## src/rtl/urv_rf_write_sched_pkg.sv

```systemverilog
// Shared types and constants for the register-file write scheduler.
package urv_rf_write_sched_pkg;

    localparam int REG_IDX_W        = 5;
    localparam int STARVE_LIMIT_DEF = 4;

    typedef logic [REG_IDX_W-1:0] reg_idx_t;

    typedef enum logic [1:0] {
        DBG_IDLE = 2'd0,
        DBG_WAIT = 2'd1,
        DBG_ACK  = 2'd2
    } dbg_state_e;

endpackage

```

## src/rtl/urv_rf_scoreboard.sv

```systemverilog
// Pending-write scoreboard for divider destinations; x0 is never pending.
module urv_rf_scoreboard
    import urv_rf_write_sched_pkg::*;
(
    input  logic     clk_i,
    input  logic     rst_i,
    input  logic     set_en,
    input  reg_idx_t set_idx,
    input  logic     clr_en,
    input  reg_idx_t clr_idx,
    input  reg_idx_t rs1,
    input  reg_idx_t rs2,
    input  reg_idx_t rd,
    output logic     hazard
);

    logic [31:0] pending;

    // A set to the same index as a simultaneous clear takes precedence.
    always_ff @(posedge clk_i) begin
        if (rst_i) begin
            pending <= '0;
        end else begin
            for (int i = 1; i < 32; i++) begin
                if (set_en && (set_idx == reg_idx_t'(i)))
                    pending[i] <= 1'b1;
                else if (clr_en && (clr_idx == reg_idx_t'(i)))
                    pending[i] <= 1'b0;
            end
        end
    end

    assign hazard = ((rs1 != '0) && pending[rs1]) ||
                    ((rs2 != '0) && pending[rs2]) ||
                    ((rd  != '0) && pending[rd]);

endmodule

```

## src/rtl/urv_rf_write_sched.sv

```systemverilog
// Arbitrates the single register-file write port between pipeline, divider and debug,
// and tracks divider hazards and starvation.
module urv_rf_write_sched
    import urv_rf_write_sched_pkg::*;
#(
    parameter int STARVE_LIMIT = STARVE_LIMIT_DEF
) (
    input  logic        clk_i,
    input  logic        rst_i,
    input  logic [4:0]  w_rd_i,
    input  logic [31:0] w_rd_value_i,
    input  logic        w_rd_store_i,
    input  logic        div_issue_i,
    input  logic [4:0]  div_rd_i,
    input  logic        div_valid_i,
    input  logic [31:0] div_value_i,
    output logic        div_ready_o,
    input  logic        dbg_req_i,
    input  logic [4:0]  dbg_rd_i,
    input  logic [31:0] dbg_value_i,
    output logic        dbg_ack_o,
    input  logic [4:0]  d_rs1_i,
    input  logic [4:0]  d_rs2_i,
    input  logic [4:0]  d_rd_i,
    input  logic        d_is_div_i,
    output logic        d_stall_o,
    output logic        x_stall_req_o,
    output logic [4:0]  rf_rd_o,
    output logic [31:0] rf_rd_value_o,
    output logic        rf_rd_store_o
);

    logic       div_busy;
    reg_idx_t   div_rd;
    logic [2:0] starve_cnt;
    dbg_state_e dbg_state;
    logic       dbg_ack_q;
    logic       div_ready;
    logic       dbg_grant;
    logic       sb_hazard;

    assign div_ready = div_valid_i & ~w_rd_store_i & div_busy;
    assign dbg_grant = (dbg_state == DBG_WAIT) & dbg_req_i & ~w_rd_store_i & ~div_ready;

    // A new issue in the same cycle as the old result retires keeps the divider busy.
    always_ff @(posedge clk_i) begin
        if (rst_i) begin
            div_busy <= 1'b0;
            div_rd   <= '0;
        end else if (div_issue_i) begin
            div_busy <= 1'b1;
            div_rd   <= div_rd_i;
        end else if (div_ready) begin
            div_busy <= 1'b0;
        end
    end

    always_ff @(posedge clk_i) begin
        if (rst_i)
            starve_cnt <= '0;
        else if (div_ready)
            starve_cnt <= '0;
        else if (div_valid_i && (starve_cnt != 3'd7))
            starve_cnt <= starve_cnt + 3'd1;
    end

    always_ff @(posedge clk_i) begin
        if (rst_i) begin
            dbg_state <= DBG_IDLE;
            dbg_ack_q <= 1'b0;
        end else begin
            dbg_ack_q <= 1'b0;
            case (dbg_state)
                DBG_IDLE: if (dbg_req_i) dbg_state <= DBG_WAIT;
                DBG_WAIT: begin
                    if (!dbg_req_i) begin
                        dbg_state <= DBG_IDLE;
                    end else if (dbg_grant) begin
                        dbg_state <= DBG_ACK;
                        dbg_ack_q <= 1'b1;
                    end
                end
                DBG_ACK:  dbg_state <= DBG_IDLE;
                default:  dbg_state <= DBG_IDLE;
            endcase
        end
    end

    urv_rf_scoreboard u_scoreboard (
        .clk_i   (clk_i),
        .rst_i   (rst_i),
        .set_en  (div_issue_i && (div_rd_i != '0)),
        .set_idx (div_rd_i),
        .clr_en  (div_ready),
        .clr_idx (div_rd),
        .rs1     (d_rs1_i),
        .rs2     (d_rs2_i),
        .rd      (d_rd_i),
        .hazard  (sb_hazard)
    );

    // Writes to x0 never raise the strobe; outputs are forced quiet while reset is held.
    always_comb begin
        rf_rd_o       = '0;
        rf_rd_value_o = '0;
        rf_rd_store_o = 1'b0;
        if (!rst_i) begin
            if (w_rd_store_i) begin
                rf_rd_o       = w_rd_i;
                rf_rd_value_o = w_rd_value_i;
                rf_rd_store_o = (w_rd_i != '0);
            end else if (div_ready) begin
                if (div_rd != '0) begin
                    rf_rd_o       = div_rd;
                    rf_rd_value_o = div_value_i;
                    rf_rd_store_o = 1'b1;
                end
            end else if (dbg_grant && (dbg_rd_i != '0)) begin
                rf_rd_o       = dbg_rd_i;
                rf_rd_value_o = dbg_value_i;
                rf_rd_store_o = 1'b1;
            end
        end
    end

    assign div_ready_o   = div_ready & ~rst_i;
    assign dbg_ack_o     = dbg_ack_q & ~rst_i;
    assign d_stall_o     = ~rst_i & (sb_hazard | (d_is_div_i & div_busy & ~div_ready));
    assign x_stall_req_o = ~rst_i & (int'(starve_cnt) >= STARVE_LIMIT);

endmodule

```

## config.mk

```make
export PLATFORM = sky130hd
export DESIGN_NAME = urv_rf_write_sched
export DESIGN_NICKNAME = d
export VERILOG_FILES = /design/src/rtl/urv_rf_write_sched_pkg.sv /design/src/rtl/urv_rf_scoreboard.sv /design/src/rtl/urv_rf_write_sched.sv
export SDC_FILE = /design/constraint.sdc
export NUM_CORES = 1
export LEC_CHECK = 0
export ABC_AREA = 1
export CORE_UTILIZATION = 30
export DETAILED_ROUTE_END_ITERATION = 6
export PLACE_DENSITY = 0.59
export SETUP_SLACK_MARGIN = 0.2
export SYNTH_ARGS = -nofsm -noshare
export SYNTH_HDL_FRONTEND = slang
export SYNTH_SLANG_ARGS = --single-unit
```

## constraint.sdc

```tcl
create_clock -name clk_i -period 7.6 [get_ports clk_i]
set_clock_uncertainty 0.2 [all_clocks]
set_input_delay 2.28 -clock clk_i [delete_from_list [all_inputs] [get_ports clk_i]]
set_output_delay 2.28 -clock clk_i [all_outputs]
set_load 0.01 [all_outputs]
```

==> metrics <==
Sw Share=0.282; max_slew headroom=0.517; Post-CTS Resized=0; final hold slack=0.233 ns; clock power share=0.374; Iteration-0 DRC Markers=341; crit start category=input port; clk root buf=clkbuf_16; Worst EP required=just over 5 ns; Setup CP Type=in2out; Syn Area/Cell=5.31 sq um; Power Dens Cells=roughly 120 nW/um^2; commonest cells after routing, fill and taps aside=294 x nand2_1, 174 x clkdlybuf4s50_1, 83 x nand3_1; min-delay worst type=reg2reg; Post-DP HPWL=12,700 um; fin area=6010 sq um; flop2flop setup slack=5.55 ns; Flop pwr share=0.315; DRC Markers=0; CP startpoint=w_rd_store_i; Max-Cap Viols=0; Final TNS setup=0 ns; antenna viol nets, final=0; Core ar.=12,800 sq um; RSZ-0062 raised after global routing=no; worst setup margin=roughly 0.43 ns; total length of routed wires=about 16,000 um; Die X=117 um; DP Worst Slack=0.425 ns; TritonCTS clock tree=done; number of setup violations in the final report=0; clock sink count=43; Final min period=about 7 ns; combinational share of power=0.311; CP cell instances=clkdlybuf4s50_1 > inv_2 > nand3_4 > nor2_1 > inv_1 > o21ai_1 > nand2_1 > nand2_2 > buf_4 > a21oi_1 > clkdlybuf4s50_1; Worst Setup EP=rf_rd_store_o; Hold Violations, Final=0; buffer depth of the longest clock path=2; synthesized instance count=approximately 750; P_int=0.540 mW; Die ar.=13,700 sq um; Via density=around 4.7; Syn Nets=884; most common cell after layout, fill and taps aside=nand2_1; r2r endpoint=u_scoreboard.pending[25]; row cnt=slightly above 40; Avg WL per Cell=14.7 um; clock latency at the later pin of the worst-skew pair=0.29 ns; # H-tree levels=2; outcome=complete, no violations; Starting Density=0.311; Top Ports=175; CTS clock-pin slew for the worst setup and hold paths=0.06 ns; vias in the first global route=4,822; post-CTS setup buffer count=0; Total GRT Usage=0.237; Cell Area, Synth=3980 sq um; layout cell share with drive strength beyond 1=0.0642; Crit Reg-Reg Startpoint=div_busy; post-synthesis sequential area ratio=0.216; R2R cell count=7; 1st-pass router iterations=6; grt total ovfl=0; max incr delay on CP=0.51 ns; Pins Over Slew Limit=0; post-synth cell types=30; Fill cells=1,405; NumNets Final=1,038; Die Ht=roughly 120 um; crit share post-route=0.944; VDD IR max=around 95 uV; CP Max Fanout=33; Pleak=2.55 nW; slowest CP cell=clkdlybuf4s50_1; instance area at placement=5820 sq um; Area Growth Syn to Fin=51.2%; routed vias=5,105; Yosys reg bits=43; pin count of the biggest net entering global routing=75; GPL Wtd Cong=0.864; most frequent CP cell=clkdlybuf4s50_1; first-pass GRT wire length=between 20,000 and 25,000 um; Sw Pwr=0.212 mW; final core occ=0.471; input/output buffers=around 170; Worst EP arrival=4.69 ns; Num CTS Buffers=5; Post-CTS Hold Buffers=0; Syn. warnings=0; Critical Path End Type=primary output; Tightest Pin Transition=0.720 ns; initial antenna violation count=2; fmax=139 MHz
-- cell usage after synthesis, drive strengths merged --
| cell type | count | area (sq um) |
|---|---|---|
| a211oi | 1 | 7.51 |
| a21oi | 51 | 255 |
| a31oi | 1 | 6.26 |
| buf | 21 | 129 |
| clkbuf | 16 | 60.1 |
| dfxtp | 43 | 861 |
| ha | 2 | 25.0 |
| inv | 74 | 278 |
| mux2i | 2 | 20.0 |
| nand2 | 295 | 1110 |
| nand3 | 84 | 433 |
| nand4 | 2 | 12.5 |
| nor2 | 95 | 439 |
| nor3 | 1 | 10.0 |
| nor3b | 1 | 7.51 |
| nor4 | 2 | 12.5 |
| o211ai | 2 | 15.0 |
| o21ai | 52 | 264 |
| o221ai | 2 | 17.5 |
| or2 | 1 | 6.26 |
| xnor2 | 1 | 8.76 |
-- power groups by stage --
stage | clock [mW] | sequential [mW] | combinational [mW]
finish | 0.281 | 0.237 | 0.234
global route | 0.293 | 0.238 | 0.258
CTS | 0.285 | 0.237 | 0.234
detailed placement | 0 | 0.242 | 0.233
global placement | 0 | 0.242 | 0.234
floorplan | 0 | 0.240 | 0.113
-- how the worst min path moves through the flow --
| stage | from | endpoint | slack (ns) | cells after the start |
|---|---|---|---|---|
| after floorplan | dbg_state[1] | dbg_state[0] | 0.20 | 1 |
| after global placement | dbg_state[1] | dbg_state[0] | 0.24 | 1 |
| after detailed placement | dbg_state[1] | dbg_state[0] | 0.23 | 1 |
| after CTS | dbg_state[1] | dbg_state[0] | 0.24 | 1 |
| after global routing | dbg_state[1] | dbg_state[0] | 0.25 | 1 |
| final | dbg_state[1] | dbg_state[0] | 0.23 | 1 |
-- flip-flops by register name (all words and copies together), names as in the netlist --
register and cells:
div_rd 5, div_busy 1, dbg_ack_q 1, starve_cnt 3, u_scoreboard.pending 31, dbg_state 2
-- through the flow --
step                      total power, mW  std cells
after global placement              0.476       1068
after detailed placement            0.474       1068
after global routing                0.788       1078
final                               0.752       1078
after floorplan                     0.353        749
after CTS                           0.755       1076
-- cells by family (layout without fill, tap and decap cells) --
group,count (synthesis),in the layout,share of synthesized area
buf+inv,111,266,0.117
mux,2,2,0.00503
simple gates,481,481,0.511
flops,43,43,0.216
fa+ha+maj,2,2,0.00629
compound gates,109,109,0.142
xor+xnor,1,1,0.00220
other cells,0,2,0
-- metal layers --
layer / up-vias / GRT usage / routed length [um]
li1: 2676 / - / -
met1: 2251 / 0.284 / 6750
met2: 157 / 0.426 / 7940
met3: 21 / 0.0484 / 888
met4: 0 / 0.0684 / 302
met5: - / 0 / 0
-- critical path, delay by kind of cell --
family / cells / cell delay (ns)
AO/OA/AOI/OAI: 2 / 0.21
buffers and inverters: 5 / 1.62
AND/OR/NAND/NOR: 4 / 0.56
-- final cells by class --
type | count | area, sq um | area share
clock buffer | 6 | 129 | 0.0214
tap | 172 | 215 | 0.0358
antenna | 2 | 5.00 | 0.000832
sequential | 43 | 861 | 0.143
timing repair buffer | 184 | 1820 | 0.302
clock inverter | 2 | 60.1 | 0.00999
multi-input combinational | 595 | 2650 | 0.441
inverter | 74 | 278 | 0.0462
Note: power is estimated with default switching activity, not from simulation.
==> RTL edit 1: new RTL, same flow settings <==
Encoding of `dbg_state_e`: now one-hot (3 bits for 3 states).
--- a/src/rtl/urv_rf_write_sched_pkg.sv
+++ b/src/rtl/urv_rf_write_sched_pkg.sv
@@ -8,6 +8,6 @@
 
-    typedef enum logic [1:0] {
-        DBG_IDLE = 2'd0,
-        DBG_WAIT = 2'd1,
-        DBG_ACK  = 2'd2
+    typedef enum logic [2:0] {
+        DBG_IDLE = 3'b001,
+        DBG_WAIT = 3'b010,
+        DBG_ACK  = 3'b100
     } dbg_state_e;
Function: same outputs for any inputs over 4 cycles, from zero or initial values and one cycle with rst_i high; so few cycles prove little.
==> RTL edit 1 against the unedited design <==
- cell area down 0.46%
- synthesized area grew 0.28%
- routed wire length is 0.87% higher
- hold slack gained 0.032 ns
- combinational power fell by 3%
- sequential cell count grew 1
- power is 10% lower
- sequential share of layout area up 0.40 points
- worst setup slack improved by 0.039 ns
- sequential power grew 3%
- critical endpoint is now rf_rd_value_o[12]
==> RTL edit 1: results <==
set metrics [dict create \
    status "completed" \
    grt_usage_pct 23.4 \
    synth_top_cells_by_area "nand2_1, dfxtp_1, a21oi_1, inv_1, nand3_1" \
    grt_pass1_wl_um 25900 \
    peakVddDrop_uv 71.8 \
    nNetsFinal 1042 \
    root_buffer "clkbuf_16" \
    path_max_fanout 35 \
    dr_wl_met3_um 1060 \
    drtIter0Drc 259 \
    gp_routability_congestion 0.840 \
    drive_above_1_share_pct 4.52 \
    leakage_nw 2.66 \
    crit_arrival_ns 4.65 \
    async_reset_ff_share_pct 0 \
    antenna_found_initial 1 \
    route.met2.wl_um 8060 \
    first_pass_iters 4 \
    tightest_slew_ns 1.08 \
    synth_nets 890 \
    yosysUniqueCellTypes 27 \
    yosysSeqAreaShare_pct 22.1 \
    final_cell_count_no_fill 1080 \
    top_regs "u_scoreboard.pending (31), div_rd (5)" \
    min-delay-start "u_scoreboard.pending[22]$_SDFFE_PP0P_" \
    dp_slack_ns 0.430 \
    grt_max_degree 40 \
    crit_path_start "dbg_req_i" \
    synthCells 755 \
    placed_cell_area_um2 5850 \
    hpwl_um 12800 \
    netlist_top_cells_count "nand2_1, a21oi_1, inv_1" \
    wl_met1_um 6620 \
]
-- RTL edit 1: power breakdown --
| part | internal [mW] | switching [mW] |
|---|---|---|
| Clock | 0.119 | 0.0887 |
| Combinational | 0.117 | 0.109 |
| Sequential | 0.237 | 0.00571 |
-- RTL edit 1: final timing paths --
path	to	slack (ns)	depth (start not counted)
min	u_scoreboard.pending[22]$_SDFFE_PP0P_	0.26	2
max reg2reg	u_scoreboard.pending[3]$_SDFFE_PP0P_	5.47	5
min reg2reg	u_scoreboard.pending[22]$_SDFFE_PP0P_	0.26	2
max	rf_rd_value_o[12]	0.47	12
-- RTL edit 1: layout make-up --
type	instances	area, um2
Multi-Input combinational cell	571	2540
Fill cell	1368	6790
Timing Repair Buffer	183	1820
Antenna cell	1	2.50
Clock buffer	5	125
Sequential cell	44	881
Clock inverter	2	12.5
Inverter	102	384
Tap cell	172	215
-- RTL edit 1: cells by family (layout without fill, tap and decap cells) --
| logic type | count (synthesis) | count (layout) | share of synthesized area, % |
|---|---|---|---|
| AOI/OAI and AO/OA | 142 | 142 | 20.2 |
| xor gates and xnor gates | 1 | 1 | 0.220 |
| adders and majority gates | 2 | 2 | 0.627 |
| buffers and inverters | 140 | 292 | 14.1 |
| DFF | 44 | 44 | 22.1 |
| other | 0 | 1 | 0 |
| and+or+nand+nor | 426 | 426 | 42.7 |
-- RTL edit 1: critical path, stage by stage --
cell and delay, ns:
clkdlybuf4s50_1 0.49, nand2_1 0.06, nor3_1 0.23, nand2_2 0.13
nor2_4 0.13, nand2_2 0.07, clkinv_2 0.35, nand2_1 0.12
nand2_1 0.09, o211ai_1 0.08, inv_1 0.07, clkdlybuf4s50_1 0.55
-- RTL edit 1: metrics by stage --
step                      power [mW]  utilization, %
final                          0.677            46.9
after global routing           0.713            46.9
after CTS                      0.681            46.9
after detailed placement       0.474            45.8
after global placement         0.475            45.8
after floorplan                0.348               -
-- RTL edit 1: layer usage --
metal / up-vias / GRT usage (%)
li1: 2696 / -
met1: 2260 / 27.0
met2: 164 / 42.5
met3: 16 / 5.64
met4: 0 / 6.17
met5: - / 0
==> RTL edit 2: new RTL, config.mk and constraints unchanged <==
Without the edit above. Register the inputs `div_issue_i`, `div_rd_i`, `div_valid_i`, `div_value_i` and `d_is_div_i` before use, without a reset. The logic sees them one clock later. The other inputs are not delayed to match.
--- a/src/rtl/urv_rf_write_sched.sv
+++ b/src/rtl/urv_rf_write_sched.sv
@@ -32,2 +32,16 @@
 
+    logic div_issue_q;
+    logic [4:0] div_rd_q;
+    logic div_valid_q;
+    logic [31:0] div_value_q;
+    logic d_is_div_q;
+
+    always_ff @(posedge clk_i) begin
+        div_issue_q <= div_issue_i;
+        div_rd_q    <= div_rd_i;
+        div_valid_q <= div_valid_i;
+        div_value_q <= div_value_i;
+        d_is_div_q  <= d_is_div_i;
+    end
+
     logic       div_busy;
@@ -41,3 +55,3 @@
 
-    assign div_ready = div_valid_i & ~w_rd_store_i & div_busy;
+    assign div_ready = div_valid_q & ~w_rd_store_i & div_busy;
     assign dbg_grant = (dbg_state == DBG_WAIT) & dbg_req_i & ~w_rd_store_i & ~div_ready;
@@ -49,5 +63,5 @@
             div_rd   <= '0;
-        end else if (div_issue_i) begin
+        end else if (div_issue_q) begin
             div_busy <= 1'b1;
-            div_rd   <= div_rd_i;
+            div_rd   <= div_rd_q;
         end else if (div_ready) begin
@@ -62,3 +76,3 @@
             starve_cnt <= '0;
-        else if (div_valid_i && (starve_cnt != 3'd7))
+        else if (div_valid_q && (starve_cnt != 3'd7))
             starve_cnt <= starve_cnt + 3'd1;
@@ -91,4 +105,4 @@
         .rst_i   (rst_i),
-        .set_en  (div_issue_i && (div_rd_i != '0)),
-        .set_idx (div_rd_i),
+        .set_en  (div_issue_q && (div_rd_q != '0)),
+        .set_idx (div_rd_q),
         .clr_en  (div_ready),
@@ -114,3 +128,3 @@
                     rf_rd_o       = div_rd;
-                    rf_rd_value_o = div_value_i;
+                    rf_rd_value_o = div_value_q;
                     rf_rd_store_o = 1'b1;
@@ -127,3 +141,3 @@
     assign dbg_ack_o     = dbg_ack_q & ~rst_i;
-    assign d_stall_o     = ~rst_i & (sb_hazard | (d_is_div_i & div_busy & ~div_ready));
+    assign d_stall_o     = ~rst_i & (sb_hazard | (d_is_div_q & div_busy & ~div_ready));
     assign x_stall_req_o = ~rst_i & (int'(starve_cnt) >= STARVE_LIMIT);
Formal check against the unedited RTL: not equivalent (a bounded check fails within 4 cycles, from zero or initial values and one cycle with rst_i high).
==> RTL edit 2 against the unedited design <==
- combinational power rose by 7%
- global-route usage down 1.8 points
- cell area up 18%
- routed wire length increased by 13%
- worst setup slack improved by 0.050 ns
- die area rose by 21%
- register-to-register slack better by 0.06 ns
- hold slack worse by 0.0068 ns
- power rose by 63%
- sequential cell count grew 40
- critical path depth grew 4
- first-iteration DRC count up 15%
- synthesized area up 21%
==> RTL edit 2: results <==
set metrics [dict create \
    r2r.worst_path.cells 9 \
    leakage_nw 2.89 \
    path_max_fanout 15 \
    status "completed" \
    cts_buffers 9 \
    grt_usage_pct 22.0 \
    peakVddDrop_uv 144 \
    htreeDepth 3 \
    dp_slack_ns 0.458 \
    diodes 0 \
    endpoint "rf_rd_value_o[21]" \
    slowest_delay_ns 0.54 \
    crit_family "buffers and inverters" \
    yosysSeqAreaShare_pct 34.4 \
    root_buffer "clkbuf_16" \
    antenna_found_initial 0 \
    tightest_slew_ns 0.697 \
    nNetsFinal 1025 \
    fmax_mhz 140 \
    n_fill_cell 1644 \
    crit_path_start "w_rd_store_i" \
    hpwl_um 14000 \
    drtIter0Drc 391 \
    synthFlopType "dfxtp_1" \
    rr_endpoint "u_scoreboard.pending[22]$_SDFFE_PP0P_" \
    async_reset_ff_share_pct 0 \
    first_pass_iters 5 \
    worstSkewPairLatency_ns 0.34 \
    grt_pass1_vias 4742 \
    synth_nets 861 \
    port_buffers 174 \
    route.vias.total 5273 \
    crit_arrival_ns 4.64 \
    drc 0 \
    wl_per_cell_um 16.2 \
    netlist_top_cells_count "nand2_1, a21oi_1, dfxtp_1" \
    cts_buffer_depth 2 \
    drive_above_1_share_pct 8.84 \
    grt_max_degree 44 \
    worst-r2r-setup-slack_ns 5.61 \
    clk_pin_slew_ns 0.06 \
    grt_pass1_wl_um 27200 \
    yosysUniqueCellTypes 36 \
    yosysWarnings 0 \
    synth_top_cells_by_area "dfxtp_1, nand2_1, a21oi_1, nor2_4, a22o_1" \
    gp_routability_congestion 0.893 \
    top_regs "div_value_q (32), u_scoreboard.pending (31)" \
    ctsResizeCount 0 \
    cts_setup_buffers 0 \
]
-- RTL edit 2: cell types whose count changed after synthesis, moves of 8 or more --
cell,before,now
nor2_4,1,30
o21ai_0,50,11
nand3_1,83,52
dfxtp_1,43,83
a22o_1,0,31
nor2_2,30,2
inv_1,69,61
a21oi_1,51,84
nand2_1,294,234
-- RTL edit 2: metal layers --
metal	share of wire (%)	vias up	wire length, um	GRT usage [%]
li1	-	2661	-	-
met1	47	2430	8410	30.2
met2	47	158	8380	35.0
met3	4.3	24	768	3.12
met4	2.2	0	402	7.47
met5	0	-	0	0
-- RTL edit 2: worst min path at each step --
stage / from / to / slack [ns] / depth (start not counted)
3_3_place_gp: dbg_state[1]$_SDFFE_PP0P_ / dbg_state[0]$_SDFFE_PP0P_ / 0.22 / 1
6_report: dbg_state[1]$_SDFFE_PP0P_ / dbg_state[0]$_SDFFE_PP0P_ / 0.23 / 1
3_5_place_dp: dbg_state[1]$_SDFFE_PP0P_ / dbg_state[0]$_SDFFE_PP0P_ / 0.22 / 1
5_1_grt: dbg_state[1]$_SDFFE_PP0P_ / dbg_state[0]$_SDFFE_PP0P_ / 0.25 / 1
2_1_floorplan: dbg_state[1]$_SDFFE_PP0P_ / dbg_state[0]$_SDFFE_PP0P_ / 0.20 / 1
4_1_cts: dbg_state[1]$_SDFFE_PP0P_ / dbg_state[0]$_SDFFE_PP0P_ / 0.23 / 1
-- RTL edit 2: cell type report --
type                       count  area share (%)
multi-input combinational    538            38.1
sequential                    83            23.4
timing repair buffer         185            26.0
clock inverter                 4            1.39
inverter                      73            3.88
clock buffer                  11            3.42
tap                          216            3.81
-- RTL edit 2: metrics by stage --
| stage | cell area, um2 | cells |
|---|---|---|
| after floorplan | 4830 | 726 |
| after global placement | 6760 | 1095 |
| after detailed placement | 6760 | 1095 |
| after CTS | 7100 | 1110 |
| after global routing | 7100 | 1110 |
| final | 7100 | 1110 |
-- RTL edit 2: power breakdown --
group          total, mW  switching [mW]  internal [mW]
registers          0.463          0.0111          0.452
logic              0.251           0.123          0.128
clock network      0.508           0.179          0.329
total               1.22           0.313          0.910
-- RTL edit 2: cell families after synthesis --
kind of cell | after synthesis | synth area share [%]
AO/OA/AOI/OAI | 137 | 17.0
adder cells (fa/ha/maj) | 2 | 0.518
flip-flops | 83 | 34.4
AND/OR/NAND/NOR | 398 | 38.2
XOR/XNOR | 1 | 0.181
buffers and inverters | 105 | 9.68
